`src/rtl/bcd_7seg_scan_driver.sv`:
```
// bcd_7seg_scan_driver
//   Time-multiplexed N-digit 7-segment display driver. Packed BCD digits and
//   decimal points are captured into a pending buffer and promoted to the
//   display buffer at frame boundaries. One digit is lit per scan slot, with a
//   dark interval at the start of each slot to avoid ghosting.
//
// Ports
//   clk          rising-edge clock
//   rst_n        asynchronous active-low reset
//   enable       0: display dark, scan position held
//   load         capture digits_in / dp_in this cycle
//   digits_in    packed BCD, [3:0] = digit 0 (rightmost)
//   dp_in        decimal point per digit
//   seg_out      segments {g,f,e,d,c,b,a}, bit 0 = a
//   dp_out       decimal point of the active digit
//   dig_sel      one-hot digit enable
//   frame_start  one-cycle pulse when the digit 0 slot begins
module bcd_7seg_scan_driver #(
  parameter int NUM_DIGITS     = 4,
  parameter int SCAN_DIV       = 1000,
  parameter int BLANK_CYCLES   = 16,
  parameter int HEX_MODE       = 0,
  parameter int LZ_SUPPRESS    = 1,
  parameter int SEG_ACTIVE_LOW = 0,
  parameter int DIG_ACTIVE_LOW = 1
) (
  input  logic                    clk,
  input  logic                    rst_n,
  input  logic                    enable,
  input  logic                    load,
  input  logic [4*NUM_DIGITS-1:0] digits_in,
  input  logic [NUM_DIGITS-1:0]   dp_in,
  output logic [6:0]              seg_out,
  output logic                    dp_out,
  output logic [NUM_DIGITS-1:0]   dig_sel,
  output logic                    frame_start
);

  localparam int PW = $clog2(SCAN_DIV);
  localparam int IW = (NUM_DIGITS > 1) ? $clog2(NUM_DIGITS) : 1;
  localparam logic [PW-1:0] PRESC_LAST = PW'(SCAN_DIV - 1);
  localparam logic [IW-1:0] IDX_LAST   = IW'(NUM_DIGITS - 1);
  localparam logic SEG_INV = (SEG_ACTIVE_LOW != 0);
  localparam logic DIG_INV = (DIG_ACTIVE_LOW != 0);

  logic [PW-1:0]             presc_p0;
  logic [IW-1:0]             idx_p0;
  logic [4*NUM_DIGITS-1:0]   disp_digits_p0;
  logic [NUM_DIGITS-1:0]     disp_dp_p0;
  logic [4*NUM_DIGITS-1:0]   pend_digits;
  logic [NUM_DIGITS-1:0]     pend_dp;
  logic                      pend_valid;

  logic                      slot_wrap;
  logic                      frame_bnd;
  logic [NUM_DIGITS-1:0]     lz_blank;
  logic                      lz_run;
  logic [3:0]                cur_code;
  logic [6:0]                seg_p0;
  logic                      dp_p0;
  logic [NUM_DIGITS-1:0]     dig_p0;
  logic                      vld_p0;

  function automatic logic [6:0] seg_decode(input logic [3:0] code);
    logic hex;
    hex = (HEX_MODE != 0);
    case (code)
      4'h0: seg_decode = 7'b0111111;
      4'h1: seg_decode = 7'b0000110;
      4'h2: seg_decode = 7'b1011011;
      4'h3: seg_decode = 7'b1001111;
      4'h4: seg_decode = 7'b1100110;
      4'h5: seg_decode = 7'b1101101;
      4'h6: seg_decode = 7'b1111101;
      4'h7: seg_decode = 7'b0000111;
      4'h8: seg_decode = 7'b1111111;
      4'h9: seg_decode = 7'b1101111;
      4'hA: seg_decode = hex ? 7'b1110111 : 7'b0000000;
      4'hB: seg_decode = hex ? 7'b1111100 : 7'b0000000;
      4'hC: seg_decode = hex ? 7'b0111001 : 7'b0000000;
      4'hD: seg_decode = hex ? 7'b1011110 : 7'b0000000;
      4'hE: seg_decode = hex ? 7'b1111001 : 7'b0000000;
      default: seg_decode = hex ? 7'b1110001 : 7'b0000000;
    endcase
  endfunction

  assign slot_wrap = (presc_p0 == PRESC_LAST);
  assign frame_bnd = enable && slot_wrap && (idx_p0 == IDX_LAST);

  // Scan position: prescaler within the slot, digit index within the frame.
  always_ff @(posedge clk or negedge rst_n) begin
    if (!rst_n) begin
      presc_p0 <= '0;
      idx_p0   <= '0;
    end else if (enable) begin
      if (slot_wrap) begin
        presc_p0 <= '0;
        idx_p0   <= (idx_p0 == IDX_LAST) ? '0 : idx_p0 + 1'b1;
      end else begin
        presc_p0 <= presc_p0 + 1'b1;
      end
    end
  end

  // Double buffer. A load on the boundary cycle bypasses pending so it is
  // shown in the frame that begins at that boundary. While disabled there is
  // no frame boundary, so pending is promoted on the following cycle.
  always_ff @(posedge clk or negedge rst_n) begin
    if (!rst_n) begin
      pend_digits    <= '0;
      pend_dp        <= '0;
      pend_valid     <= 1'b0;
      disp_digits_p0 <= '0;
      disp_dp_p0     <= '0;
    end else if (load && frame_bnd) begin
      pend_digits    <= digits_in;
      pend_dp        <= dp_in;
      pend_valid     <= 1'b0;
      disp_digits_p0 <= digits_in;
      disp_dp_p0     <= dp_in;
    end else begin
      if ((frame_bnd || !enable) && pend_valid) begin
        disp_digits_p0 <= pend_digits;
        disp_dp_p0     <= pend_dp;
        pend_valid     <= 1'b0;
      end
      if (load) begin
        pend_digits <= digits_in;
        pend_dp     <= dp_in;
        pend_valid  <= 1'b1;
      end
    end
  end

  // Leading-zero mask: walk down from the top digit while digits are zero
  // with no decimal point; digit 0 is always shown.
  always_comb begin
    lz_run   = 1'b1;
    lz_blank = '0;
    for (int k = NUM_DIGITS - 1; k >= 0; k--) begin
      lz_run = lz_run & (disp_digits_p0[4*k +: 4] == 4'd0) & ~disp_dp_p0[k];
      if (k != 0 && LZ_SUPPRESS != 0) lz_blank[k] = lz_run;
    end
  end

  assign vld_p0   = enable;
  assign cur_code = disp_digits_p0[{idx_p0, 2'b00} +: 4];
  assign seg_p0   = (vld_p0 && !lz_blank[idx_p0]) ? seg_decode(cur_code) : 7'b0000000;
  assign dp_p0    = vld_p0 & disp_dp_p0[idx_p0];
  assign dig_p0   = (vld_p0 && !(int'(presc_p0) < BLANK_CYCLES))
                    ? (NUM_DIGITS'(1) << idx_p0) : '0;

  // Output stage: pin polarity is applied only here.
  always_ff @(posedge clk or negedge rst_n) begin
    if (!rst_n) begin
      seg_out     <= {7{SEG_INV}};
      dp_out      <= SEG_INV;
      dig_sel     <= {NUM_DIGITS{DIG_INV}};
      frame_start <= 1'b0;
    end else begin
      seg_out     <= seg_p0 ^ {7{SEG_INV}};
      dp_out      <= dp_p0 ^ SEG_INV;
      dig_sel     <= dig_p0 ^ {NUM_DIGITS{DIG_INV}};
      frame_start <= vld_p0 && (presc_p0 == '0) && (idx_p0 == '0);
    end
  end

endmodule

```
`config.mk`:
```
export PLATFORM = sky130hd
export DESIGN_NAME = bcd_7seg_scan_driver
export DESIGN_NICKNAME = d
export VERILOG_FILES = /design/src/rtl/bcd_7seg_scan_driver.sv
export SDC_FILE = /design/constraint.sdc
export NUM_CORES = 1
export LEC_CHECK = 0
export ABC_CLOCK_PERIOD_IN_PS = 2500
export CORE_MARGIN = 1.5
export CORE_UTILIZATION = 38
export DETAILED_ROUTE_END_ITERATION = 8
export GPL_ROUTABILITY_DRIVEN = 0
export PLACE_DENSITY = 0.59
export REMOVE_ABC_BUFFERS = 1
export SLEW_MARGIN = 5
export SYNTH_ARGS = -nofsm -noshare
export SYNTH_HDL_FRONTEND = slang
export SYNTH_SLANG_ARGS = --single-unit
```
`constraint.sdc`:
```
create_clock -name clk -period 2.5 [get_ports clk]
set_clock_uncertainty 0.05 [all_clocks]
set_input_delay 0.25 -clock clk [delete_from_list [all_inputs] [get_ports clk]]
set_output_delay 0.25 -clock clk [all_outputs]
set_load 0.01 [all_outputs]
```
---- Word-level counts from Yosys, hierarchy flattened ----
Memory sizes are Yosys's and may differ from the RTL's.
Index checks and enable logic that the tools add are counted.
cells by class
  magnitude comparators ................... 2
  bitwise gates (word level) .............. 10
  $add $sub $neg .......................... 2
  equality and inequality tests ........... 2
  reduce and logical (&&, ||, !) cells .... 21
  muxes and demuxes ....................... 19
  shift-type cells ........................ 2
operators by type and width
  cell                                                                    count
  16-bit 2-to-1 mux                                                       4
  4-bit 2-to-1 mux                                                        5
  16-bit by 5-bit variable part select with 4-bit output                  1
  4-bit logical NOT                                                       3
  10-bit by 1-bit adder with 10-bit output (second input constant)        1
  10-bit == test (second input constant)                                  1
  10-bit logical NOT                                                      1
  10-bit by 5-bit < comparator with 1-bit output (second input constant)  1
  10-bit 2-to-1 mux                                                       1
  1-bit logical AND                                                       8
  7-bit 2-to-1 mux                                                        1
  1-bit AND                                                               6
  1-bit 2-to-1 mux                                                        5
  1-bit binary-select mux with 2-bit select                               2
  4-bit inverter                                                          1
  2-bit nonzero test                                                      2
  1-bit by 2-bit left shift with 4-bit output (first input constant)      1
  1-bit logical NOT                                                       3
  2-bit by 3-bit < comparator with 1-bit output (second input constant)   1
  1-bit inverter                                                          3
  3-bit nonzero test                                                      1
  2-bit by 1-bit adder with 2-bit output (second input constant)          1
  2-bit == test (second input constant)                                   1
  2-bit logical NOT                                                       1
  3 further kinds                                                         3
storage, ports and cells
  memories kept ........................... 1
  register bits after elaboration ......... 66
  bits in read-only memories .............. 112
memories
  memory           words  width  rd ports  clocked after Yosys merged registers in  write ports  line  text
  (no name shown)  16     7      1         0                                        0            67    case (code)

---- Depth between registers and ports, before layout ----
  depth in word-level cells ............... 11
  mapped depth ............................ 8

---- Worst setup path after synthesis ----
OpenSTA, ideal clock, no wires.
  path kind ............................... flip-flop to flip-flop
  from .................................... register idx_p0[0]
  to ...................................... register seg_out[4]
  path slack .............................. 349 ps
  stages on the path, launching flop included .. 8
  buffers on the path ..................... 1
  data required time ...................... 2356 ps
  arrival ................................. 2007 ps
  cell sequence ........................... dfrtp_1 > buf_6 > mux4_1 > inv_1 > ha_1 > inv_1 > or3_1 > a221oi_2
on the way
  longest elaborated chain between the ends .. 5
  elaborated cells between the ends (all ways) .. 7
  classes of those cells .................. shift: 1; mux: 3; reduce/logical: 2; memory: 1
RTL lines
  what                                                                       line  text
  from (decl)                                                                47    logic [IW-1:0] idx_p0;
  from (signal assigned)                                                     98    idx_p0 <= (idx_p0 == IDX_LAST) ? '0 : idx_p0 + 1'b1;
  parallel branches: the longest is 4 deep, another holds memory 16 x 7 bit  n/a
  7-bit 2-to-1 mux *                                                         148   assign seg_p0 = (vld_p0 && !lz_blank[idx_p0]) ? seg_decode(cur_code) : 7'b0000000;
  via seg_p0[4]                                                              59    logic [6:0] seg_p0;
  to (signal assigned)                                                       156   seg_out <= {7{SEG_INV}};
  to (signal assigned)                                                       161   seg_out <= seg_p0 ^ {7{SEG_INV}};
  to (decl)                                                                  33    output logic [6:0] seg_out,
Mark *: on every way through the listed nets, which the timed path passes. The select of a mux whose other input is x is not followed.
A chain may end at the register's enable or synchronous reset.

---- Worst setup path in the final report ----
Same ends and word-level chain as after synthesis.

==> run_results.csv <==
group,metric,value,unit
placement,io_buffers,36,
power,switchingPower,831,uW
floorplan,initial_core_util,0.396,
synthesis,synth-edff-count,0,
final_layout,drive_above_1_share,0.304,
setup_path,cp_data_arrival_time,2470,ps
run_status,status,"finished, final reports clean",
clock_network,post_cts.repair.setup_buffers,0,
floorplan,pin_count,37,
global_routing,grt-ovfl-total,0,
final_layout,fillers,766,
floorplan,core-area,8340,um2
setup_path,cp_max_fo,7,
power,cellPowerDensity,734,nW/um2
timing,maxSlewHeadroom,0.568,
setup_path,required,2700,ps
final_layout,regArea,1660,um2
global_routing,grt_pass1_vias,2124,
synthesis,synthCells,264,
timing,worst_pin_slew,649,ps
clock_network,numCtsBuffers,9,
clock_network,clock-sinks,66,
detailed_routing,vias_per_cell,5.20,
final_layout,final_nets,343,
synthesis,ys_async_sr_fraction,1.00,
power,ir_drop,325,uV
power,clkPwrFrac,0.330,
synthesis,yosysUniqueCellTypes,46,
placement,dp.cells,400,
final_layout,syn2layout_area_growth,22.2,%
detailed_routing,final_antenna_net_count,0,
power,p_leak,0.00170,uW
timing,max_freq,440,MHz
synthesis,ys.flop_type,"dfrtp_1",
floorplan,die_w,96.3,um
synthesis,synthesis.area,3310,um2
power,combPwrFrac,0.207,
setup_path,crit_top_cell,"inv_1",
detailed_routing,routed_wl,6.36,mm
timing,rsz0062_at_grt,"false",
floorplan,die_y,96.3,um
clock_network,cts_tree,"done",
power,power.total,2970,uW
setup_path,cp-end-kind,"flop",
setup_path,crit_type,"reg2reg",
timing,drv_slew,0,
synthesis,yosys_warnings,0,
setup_path,worst_path_max_delay_cell,"mux4_1",
global_routing,track_usage,0.157,
floorplan,dieArea,9270,um2
timing,report.final.setup_viol,0,
synthesis,syn_area_per_cell,12.5,um2
detailed_routing,drt_iter0_markers,69,
final_layout,insertedDiodeCount,0,
final_layout,fin_cells,417,
clock_network,cts_root_buf,"clkbuf_8",
clock_network,clkTransAtPathRegs,80,ps
floorplan,fp-row-count,33,
clock_network,cts.repair.resized,0,
power,p_sw_frac,0.280,
detailed_routing,num_vias,2169,
power,intPower,2140,uW
synthesis,yosysSeqAreaShare,0.501,
setup_path,crit_path_cell_trace,"mux4_1 -> inv_1 -> ha_1 -> inv_1 -> or3_1 -> a221oi_2",
synthesis,synth_seq_cells,66,
clock_network,clk_path_buf_depth,2,
clock_network,clk_latency,340,ps
final_layout,multi_input_area,1530,um2
timing,period_share,0.908,
detailed_routing,drc,0,
final_layout,final_common_cell,"dfrtp_1",
placement,dpl.hpwl,4.57,mm
min_path,hp-class,"in2async",
flow_run,max-cap-violations,0,
global_routing,grt_max_degree,40,
timing,period_needed,2270,ps
global_routing,antenna_found_initial,0,
clock_network,htree_levels,3,
setup_path,start_kind,"flop",
global_routing,grt_pass1_wl,10.9,mm
final_layout,most-common-layout-cells,"dfrtp_1 (62), mux2_2 (45), clkdlybuf4s50_1 (35)",
power,seq_power_share,0.462,
timing,hold_viol,0,
detailed_routing,wl_per_cell,15.3,um
setup_path,max_stage_delay,650,ps
detailed_routing,first_pass_iters,4,
final_layout,fin_util,0.484,
[cell usage after synthesis (3+ instances only)]
cell type	n	area, um2
dfstp_2	4	105
ha_1	12	150
nor4_1	3	18.8
o21ai_0	3	15.0
nand4_1	4	25.0
inv_1	12	45.0
nor3_1	5	25.0
a211oi_1	5	37.5
xnor2_1	7	61.3
nand3_1	6	30.0
nand2_1	8	30.0
or2_2	7	43.8
buf_2	4	20.0
nor2_1	10	37.5
mux2_2	45	507
mux2i_1	7	70.1
mux4_1	3	78.8
dfrtp_1	62	1550
o221a_2	7	78.8
a21oi_1	12	60.1
clkbuf_1	6	22.5
[final timing paths]
path	endpoint	slack, ps	cells past startpoint	from
setup / recovery	seg_out[4]$_DFF_PN0_	230	6	idx_p0[0]$_DFFE_PN0P_
hold / removal	presc_p0[7]$_DFFE_PN0P_	410	2	rst_n
setup reg to reg	seg_out[4]$_DFF_PN0_	230	6	idx_p0[0]$_DFFE_PN0P_
hold reg to reg	pend_dp[2]$_DFFE_PN0P_	460	1	pend_dp[2]$_DFFE_PN0P_
max in group asynchronous	pend_digits[8]$_DFFE_PN0P_	1360	3	rst_n
min in group clk	pend_dp[2]$_DFFE_PN0P_	460	1	pend_dp[2]$_DFFE_PN0P_
[metrics by stage]
| stage | hold WS (ps) | setup slack, ps | cell area [um2] | TNS, ps |
|---|---|---|---|---|
| final | 414 | 229 | 4040 | 0 |
| after global routing | 463 | 112 | 4040 | 0 |
| after detailed placement | 273 | 250 | 3810 | 0 |
| after CTS | 434 | 234 | 4040 | 0 |
| after floorplan | -95.6 | -1.66 | 3230 | -19.9 |
| after global placement | 265 | 328 | 3810 | 0 |
[logic make-up after synthesis]
| group | count (synthesis) | share of synthesized area |
|---|---|---|
| adders and majority gates | 12 | 0.0454 |
| xor gates and xnor gates | 8 | 0.0212 |
| AOI/OAI and AO/OA | 35 | 0.0791 |
| and+or+nand+nor | 60 | 0.106 |
| muxes | 57 | 0.212 |
| buffers and inverters | 26 | 0.0356 |
| DFF | 66 | 0.501 |
[layout make-up]
class | instances | area share
tap | 105 | 0.0325
timing repair buffer | 46 | 0.113
multi-input combinational | 172 | 0.379
clock buffer | 9 | 0.0307
sequential | 66 | 0.410
inverter | 12 | 0.0111
clock inverter | 7 | 0.0232
[critical path: cells and delay by family, from the launching register on]
family                     cells  cell delay [ps]
muxes                          1              650
DFF                            1              490
and+or+nand+nor                1              390
AOI/OAI and AO/OA              1              230
buffers and inverters          2              200
adders and majority gates      1              160
[metal layers]
layer  GRT usage  vias to the layer above  share of wire
li1            -                     1048              -
met1       0.214                     1065           0.49
met2       0.238                       47           0.45
met3      0.0466                        9          0.042
met4      0.0551                        0          0.015
met5           0                        -              0
[power groups by stage]
stage,Combinational [uW],Sequential [uW],Clock [uW]
after CTS,624,1370,1010
final,615,1370,979
after global routing,684,1400,1050
after global placement,609,1390,0
after detailed placement,619,1390,0
after floorplan,391,1370,0
[state kept, by name, indices dropped and copies added, names as in the netlist]
register,flops
idx_p0,2
disp_digits_p0,16
presc_p0,10
pend_digits,16
pend_valid,1
pend_dp,4
seg_out,7
dig_sel,4
frame_start,1
dp_out,1
disp_dp_p0,4
[what timing repair did]
action                     4_1_cts  5_1_grt
hold endpoints to repair        23        0
hold buffers                     1        0
setup endpoints to repair        0        0
Note: power is estimated with default switching activity, not from simulation.
